--- config.mk ---
export PLATFORM = sky130hd
export DESIGN_NAME = ones_count_sequencer
export DESIGN_NICKNAME = d
export VERILOG_FILES = /design/src/rtl/ones_count_pkg.sv /design/src/rtl/oc15to4input.sv /design/src/rtl/ones_count_sequencer.sv
export SDC_FILE = /design/constraint.sdc
export NUM_CORES = 1
export LEC_CHECK = 0
export BUFFER_PORTS_ARGS = -buffer_cell sky130_fd_sc_hd__buf_4
export CAP_MARGIN = 40
export CORE_MARGIN = 2
export CORE_UTILIZATION = 50
export DETAILED_ROUTE_END_ITERATION = 8
export PLACE_DENSITY = 0.76
export SLEW_MARGIN = 0
export SYNTH_ARGS = -nofsm -noshare
export SYNTH_HDL_FRONTEND = slang
export SYNTH_SLANG_ARGS = --single-unit
--- constraint.sdc ---
create_clock -name clk -period 4.4 [get_ports clk]
set_clock_uncertainty 0.1 [all_clocks]
set_input_delay 0.88 -clock clk [delete_from_list [all_inputs] [get_ports clk]]
set_output_delay 0.88 -clock clk [all_outputs]
set_load 0.005 [all_outputs]
--- src/rtl/ones_count_pkg.sv ---
// Shared definitions for the sliced population counter: FSM encoding and
// slice / per-slice count widths.
package ones_count_pkg;

  typedef enum logic [1:0] {
    S_IDLE = 2'd0,
    S_LOAD = 2'd1,
    S_RUN  = 2'd2,
    S_DONE = 2'd3
  } state_t;

  localparam int SLICE_W = 15;
  localparam int OC_W    = 4;

endpackage

--- src/rtl/oc15to4input.sv ---
// Combinational 15-input ones counter; result on w3..w0 (MSB first).
module oc15to4input (
  input  logic aa,
  input  logic bb,
  input  logic cc,
  input  logic dd,
  input  logic ee,
  input  logic ff,
  input  logic gg,
  input  logic hh,
  input  logic ii,
  input  logic jj,
  input  logic kk,
  input  logic ll,
  input  logic mm,
  input  logic nn,
  input  logic oo,
  output logic w3,
  output logic w2,
  output logic w1,
  output logic w0
);

  logic [14:0] w_bits;
  logic [3:0]  w_sum;

  assign w_bits = {oo, nn, mm, ll, kk, jj, ii, hh, gg, ff, ee, dd, cc, bb, aa};

  always_comb begin
    w_sum = 4'd0;
    for (int i = 0; i < 15; i++) begin
      w_sum = w_sum + {3'd0, w_bits[i]};
    end
  end

  assign {w3, w2, w1, w0} = w_sum;

endmodule

--- src/rtl/ones_count_sequencer.sv ---
// Multi-cycle population counter: one shared 15-input ones counter walks the
// captured word LSB slice first and accumulates the per-slice counts.
module ones_count_sequencer
  import ones_count_pkg::*;
#(
  parameter int NSLICE = 4
) (
  input  logic                             clk,
  input  logic                             rst_n,
  input  logic                             start,
  input  logic [15*NSLICE-1:0]             data_in,
  output logic                             busy,
  output logic                             done,
  output logic [$clog2(15*NSLICE+1)-1:0]   count
);

  localparam int W  = SLICE_W * NSLICE;
  localparam int CW = $clog2(15*NSLICE+1);
  localparam int IW = (NSLICE > 1) ? $clog2(NSLICE) : 1;

  state_t          r_state;
  state_t          w_next;
  logic [W-1:0]    r_shift;
  logic [CW-1:0]   r_acc;
  logic [CW-1:0]   r_count;
  logic [IW-1:0]   r_idx;
  logic [OC_W-1:0] w_slice_cnt;
  logic [CW-1:0]   w_sum;
  logic            w_accept;
  logic            w_last;

  oc15to4input u_oc (
    .aa (r_shift[0]),
    .bb (r_shift[1]),
    .cc (r_shift[2]),
    .dd (r_shift[3]),
    .ee (r_shift[4]),
    .ff (r_shift[5]),
    .gg (r_shift[6]),
    .hh (r_shift[7]),
    .ii (r_shift[8]),
    .jj (r_shift[9]),
    .kk (r_shift[10]),
    .ll (r_shift[11]),
    .mm (r_shift[12]),
    .nn (r_shift[13]),
    .oo (r_shift[14]),
    .w3 (w_slice_cnt[3]),
    .w2 (w_slice_cnt[2]),
    .w1 (w_slice_cnt[1]),
    .w0 (w_slice_cnt[0])
  );

  assign w_accept = start && ((r_state == S_IDLE) || (r_state == S_DONE));
  assign w_last   = (r_idx == IW'(NSLICE - 1));
  assign w_sum    = r_acc + CW'(w_slice_cnt);

  always_ff @(posedge clk or negedge rst_n) begin
    if (!rst_n) begin
      r_state <= S_IDLE;
    end else begin
      r_state <= w_next;
    end
  end

  always_comb begin
    w_next = r_state;
    case (r_state)
      S_IDLE:  if (start) w_next = S_LOAD;
      S_LOAD:  w_next = S_RUN;
      S_RUN:   if (w_last) w_next = S_DONE;
      S_DONE:  w_next = start ? S_LOAD : S_IDLE;
      default: w_next = S_IDLE;
    endcase
  end

  always_comb begin
    busy = (r_state == S_LOAD) || (r_state == S_RUN);
    done = (r_state == S_DONE);
  end

  // The final sum is loaded into count on the RUN->DONE edge so it is valid
  // in the same cycle that done is high.
  always_ff @(posedge clk or negedge rst_n) begin
    if (!rst_n) begin
      r_shift <= '0;
      r_acc   <= '0;
      r_idx   <= '0;
      r_count <= '0;
    end else if (w_accept) begin
      r_shift <= data_in;
      r_acc   <= '0;
      r_idx   <= '0;
    end else if (r_state == S_RUN) begin
      r_shift <= r_shift >> SLICE_W;
      r_acc   <= w_sum;
      r_idx   <= r_idx + IW'(1);
      if (w_last) begin
        r_count <= w_sum;
      end
    end
  end

  assign count = r_count;

endmodule

==> results of run 1 <==
==> how the worst max path moves through the flow <==
stage	end	slack (ns)
3_5_place_dp	r_acc[5]	-0.30
3_3_place_gp	count[5]	-0.12
5_1_grt	r_acc[5]	-0.38
6_report	r_acc[5]	-0.31
2_1_floorplan	r_acc[5]	-0.08
4_1_cts	count[5]	-0.29
==> logic make-up after synthesis <==
| kind of cell | Yosys count | synth area share [%] |
|---|---|---|
| flip-flops | 76 | 48.53 |
| buffers and inverters | 48 | 5.907 |
| XOR/XNOR | 6 | 1.341 |
| adder cells (fa/ha/maj) | 25 | 9.898 |
| multiplexers | 49 | 12.55 |
| AND/OR/NAND/NOR | 105 | 10.63 |
| AO/OA/AOI/OAI | 80 | 11.14 |
==> placed cells by master, fill, tap and decap left out, types with 2 or more instances in the layout <==
cell type / instances
fa_1: 7
a21oi_2: 4
inv_2: 4
clkbuf_8: 9
xnor2_1: 2
inv_6: 3
mux2i_1: 48
o21ai_1: 2
a21oi_4: 2
clkinvlp_4: 4
dfrtp_1: 76
inv_1: 21
a21o_1: 2
xnor2_2: 2
ha_4: 6
nor2_1: 7
nand3_2: 2
nand2_1: 88
o21ai_0: 60
buf_4: 76
ha_1: 8
buf_6: 2
fa_2: 3
==> flip-flops by register name (all words and copies together), names as in the netlist <==
register / flops
r_state: 2
r_idx: 2
r_acc: 6
count: 6
r_shift: 60
==> critical path, stage by stage (launching register included) <==
cell and delay [ns]:
dfrtp_1 0.41, ha_4 0.28, inv_2 0.03, fa_1 0.48, fa_2 0.55, fa_1 0.43
fa_1 0.51, inv_2 0.05, ha_4 0.16, fa_2 0.36, xor2_2 0.21, ha_4 0.31
o21a_4 0.14, a21oi_4 0.07, or4_4 0.42, a21oi_2 0.13
==> repair_timing <==
item                                    4_1_cts  5_1_grt
endpoints found under the setup margin        9       10
pin swaps                                    13       13
endpoints found under the hold margin         0        0
buffers inserted                              0        1
cloned                                        0        0
gates resized for setup                      19       18
==> area by class of cell <==
class,instances,area (µm²),share of cell area (%)
clock buffer,9,123.9,2.515
clock inverter,7,56.30,1.143
inverter,25,93.84,1.905
tap,102,127.6,2.591
timing repair buffer,79,620.6,12.60
sequential,76,1902,38.62
multi-input combinational,265,2001,40.63
==> stage by stage <==
stage,instances,hold WS (ns),util [%],TNS [ns]
3_5_place_dp,546,0.3662,59.39,-1.538
4_1_cts,562,0.3046,62.78,-1.154
2_1_floorplan,389,0.3698,-,-0.1531
5_1_grt,563,0.3125,64.40,-2.256
6_report,563,0.3065,64.40,-1.429
3_3_place_gp,545,0.3615,59.03,-0.4038
==> layer usage <==
metal  track usage (%)  up-vias  part of all wire (%)
li1                  -     1427                     -
met2             34.79       51                    50
met1             28.68     1377                    45
met3             3.987       13                   3.5
met4             7.960        0                   1.6
met5                 0        -                     0
==> metrics.txt, run 1 <==
Async SR Flop Fraction=100.0%; startpoint type of the worst setup path=flip-flop; final worst setup slack=-0.3138 ns; DR vias/cell=slightly above 5; CTS max path bufs=2; Ys Warns=0; Num CTS Buffers=9; max_slew headroom=between 40% and 50%; largest net degree at the start of global routing=82; Die Y=92.53 µm; top-count cell post-synth=nand2_1; r2r setup slk=-0.31 ns; fmax=212.1 MHz; fillers=610; Register-to-Register Path Depth=15; biggest area consumer among synthesized cells=dfrtp_1; CTS tree=yes; Most used DFF post-synth=dfrtp_1; CTS root buf=clkbuf_8; synthesized cell area=a little under 0.004 mm²; Port Buf Inserts=70; max cap viols=0; worst r2r dst=r_acc[5]; Die Area=0.008562 mm²; Post-synth EDFFs=0; Setup WS pre-CTS=-0.2993 ns; Worst Hold Class=in2async; Reg clk slew, reported paths=0.08 ns; Overflow after GRT=0; Slew Viols, Final=0; DRC Markers=0; post-synthesis net count=between 400 and 500; initial antenna violation count=0; Final period util=107.1%; final setup vio count=8; Gate Count Post-Synth=slightly below 400; Yosys reg bits=76; unique cell type count in the Yosys netlist=36; Initial Util=51.24%; Initial DRT Pass Iterations=6; ANT cells=0; Clk Latency, worst-skew pair=0.35 ns; Post-Place Cell Area=0.004542 mm²; Layout area overhead=25.67%; Avg Inst Size Synth=10.07 µm²; r2r startpoint=r_shift[1]; critical path required time=4.58 ns; endpoint class of the critical path=flip-flop; io pins=71; first-pass GRT wire length=14260 µm; H-tree depth=3; Vias=2868; min Tclk post-route=approximately 4.7 ns; RSZ-0062 raised after global routing=true; Slew @ Worst Pin=0.8515 ns; clk sink count=76; post-synth top area share=48.53%; row count=32; Worst Path Arrival=4.89 ns; Die Wd=92.53 µm; hpwl dp=5689 µm; Core Footprint=0.007647 mm²; Final Cell Area=a little under 0.005 mm²; vias in the first global route=2992; share of layout cells above drive strength 1=between 20% and 30%; wire length per cell=15.04 µm; Hold Fails Final Rpt=0; initial drt markers=167; Post-DRT Antenna Nets=0; violated checks=setup timing; kind of critical path=reg2reg; Worst Path Max Fanout=4; CTS Hold Bufs=0; post-synthesis sequential area ratio=48.53%; synth top area cells=dfrtp_1, mux2i_1, nand2_1; DRT Wirelength=8470 µm; crit path from=r_shift[1]; GP Congestion=0.7306; Nets=544; list of most frequent post-synthesis cells=nand2_1, dfrtp_1, o21ai_0, mux2i_1, inv_1; status=complete, but fails checks; GRT Total Usage=21.39%
Power of run 1 is not shown: default switching activity piles up to over one toggle a cycle in this logic, so the estimate is an artifact.
==> run 2, diff against run 1 <==
--- a/config.mk
+++ b/config.mk
@@ -14,4 +14,5 @@
 export SLEW_MARGIN = 0
 export SYNTH_ARGS = -nofsm -noshare
 export SYNTH_HDL_FRONTEND = slang
+export SYNTH_HIERARCHICAL = 1
 export SYNTH_SLANG_ARGS = --single-unit
==> run 2 against run 1 <==
- the run still ends with setup timing left
- non-clock buffer count up 7
- routed wire length down 1.8%
- clock-buffer cell count up 1
- critical path depth down 2
- first-iteration DRC count down 45%
- critical endpoint is now count[5]
- highest routed layer unchanged
==> metrics.txt, run 2 <==
compound-cell area share of the yosys netlist=between 10% and 20%; RSZ-0062 raised after global routing=true; Nets=545; commonest non-fill, non-tap cells in the layout=nand2_1, buf_4, dfrtp_1, o21ai_0, mux2i_1; Worst Path Max Fanout=4; top-count cell post-synth=nand2_1; Final Cell Area=0.004835 mm²; post-synthesis net count=470; hpwl dp=5918 µm; Async SR Flop Fraction=100.0%; Worst Hold Class=in2async; CP max stage delay=between 0.5 and 0.6 ns; largest net degree at the start of global routing=67; DR vias/cell=5.124; crit path cell chain=fa_1, inv_1, fa_1, fa_1, fa_1, fa_2, fa_1, xnor2_1, ha_2, o21ai_2, o21bai_2, and3_1, o31a_1; Most used DFF post-synth=dfrtp_1; biggest area consumer among synthesized cells=dfrtp_1; H-tree depth=3; status=complete, but fails checks; Top reg by flops=r_shift; list of most frequent post-synthesis cells=nand2_1, dfrtp_1, o21ai_0, mux2i_1, inv_1; Initial Util=50.83%; final setup vio count=6; GP Congestion=~0.88; synth top area cells=dfrtp_1, mux2i_1, nand2_1; DRC Markers=0; family with the most delay on the worst path=adder cells; commonest non-fill, non-tap cell in the layout=nand2_1; synthesized cell area=0.003887 mm²; CTS max path bufs=2; Adder-Cell Fraction of Synth Area=9.205%; Port Buf Inserts=70; CTS root buf=clkbuf_8; setup TNS=-0.3822 ns; min Tclk post-route=around 4.5 ns; vias in the first global route=~3000; kind of critical path=reg2reg; ANT cells=0; row count=32; post-synthesis sequential area ratio=48.92%; max cap viols=0; Worst Path Arrival=about 4.7 ns; Initial DRT Pass Iterations=4; Die Area=0.008496 mm²; Vias=2900; Post-Synth Simple-Gate Area=10.91%; area of the multi-input gates=0.001849 mm²; XOR/XNOR share of the synthesized area=1.126%; Yosys reg bits=76; most used cell, CP=fa_1; fmax=220.4 MHz; post-synth top area share=48.92%; fillers=about 620; GRT Total Usage=20.95%; Hold Fails Final Rpt=0; DRT Wirelength=roughly 8300 µm; Post-synth EDFFs=0; max_slew headroom=55.66%; Core Footprint=0.007647 mm²; Num CTS Buffers=9; Ys Warns=6; Reg area=between 0.0015 and 0.002 mm²; Layout area overhead=24.36%; Final period util=103.1%; startpoint type of the worst setup path=flip-flop; io pins=71; Die Wd=slightly above 90 µm; violated checks=setup timing; final worst setup slack=-0.1368 ns; endpoint class of the critical path=flip-flop; CTS Hold Bufs=0; first-pass GRT wire length=13980 µm; Setup WS pre-CTS=-0.1768 ns; largest family of logic cells by synthesized area=multiplexers; Die Y=92.18 µm; WP buf/inv=1; initial drt markers=92; unique cell type count in the Yosys netlist=32; critical path required time=around 4.5 ns; CP max stage cell=fa_1; Reg clk slew, reported paths=0.08 ns; Clk Latency, worst-skew pair=0.34 ns; Overflow after GRT=0; clk sink count=76; Slew Viols, Final=0; Post-Place Cell Area=0.004532 mm²; mux share of post-synthesis cell area=12.65%; Post-DRT Antenna Nets=0; Slew @ Worst Pin=0.6652 ns; final core utilization=63.22%; initial antenna violation count=0; share of layout cells above drive strength 1=around 27%; max reg flops=60; Gate Count Post-Synth=slightly below 400; Avg Inst Size Synth=between 10 and 15 µm²; wire length per cell=14.70 µm; CTS tree=yes
-- run 2: final timing paths --
kind	slack [ns]	cells past startpoint	endpoint	from
setup / recovery	-0.14	13	count[5]	r_shift[5]
hold / removal	0.34	1	count[1]	rst_n
setup reg to reg	-0.14	13	count[5]	r_shift[5]
hold reg to reg	0.38	2	count[3]	count[3]
max in group asynchronous	3.30	2	r_shift[47]	rst_n
min in group clk	0.38	2	count[3]	count[3]
-- run 2: worst reg2reg max path, cell delays in order (launching register included) --
cell,delay [ns]
dfrtp_1,0.41
fa_1,0.55
inv_1,0.05
fa_1,0.45
fa_1,0.51
fa_1,0.43
fa_2,0.36
fa_1,0.38
xnor2_1,0.16
ha_2,0.30
o21ai_2,0.18
o21bai_2,0.12
and3_1,0.19
o31a_1,0.22
-- run 2: per-stage QoR --
stage,hold slack (ns),std cells
6_report,0.3385,566
5_1_grt,0.3531,566
4_1_cts,0.3279,563
3_5_place_dp,0.3676,544
3_3_place_gp,0.3639,543
2_1_floorplan,0.3698,385
-- run 2: layout make-up --
cell class                 instances  area share, %
multi-input combinational        262          38.25
clock buffer                      10          2.847
clock inverter                     5          1.087
sequential                        76          39.34
tap                              102          2.640
timing repair buffer              86          13.85
inverter                          25          1.993
-- run 2: logic make-up after synthesis --
group           count (synthesis)
compound gates                 80
xor+xnor                        5
fa+ha+maj                      22
buf+inv                        47
flops                          76
mux                            49
simple gates                  106
-- run 2: layer usage --
| layer | vias up | part of all wire [%] | GRT usage (%) |
|---|---|---|---|
| met4 | 0 | 1.2 | 7.338 |
| met3 | 10 | 3.9 | 4.191 |
| met1 | 1399 | 45 | 27.32 |
| li1 | 1428 | - | - |
| met5 | - | 0 | 0 |
| met2 | 63 | 50 | 35.05 |
-- run 2: repair_timing --
item                                   in CTS  in global routing
pin swaps                                   8                 10
gates resized for setup                     9                  7
buffers inserted                            4                  3
setup endpoints to repair                   8                  9
endpoints found under the hold margin       0                  0
Power of run 2 is left out for the same reason.
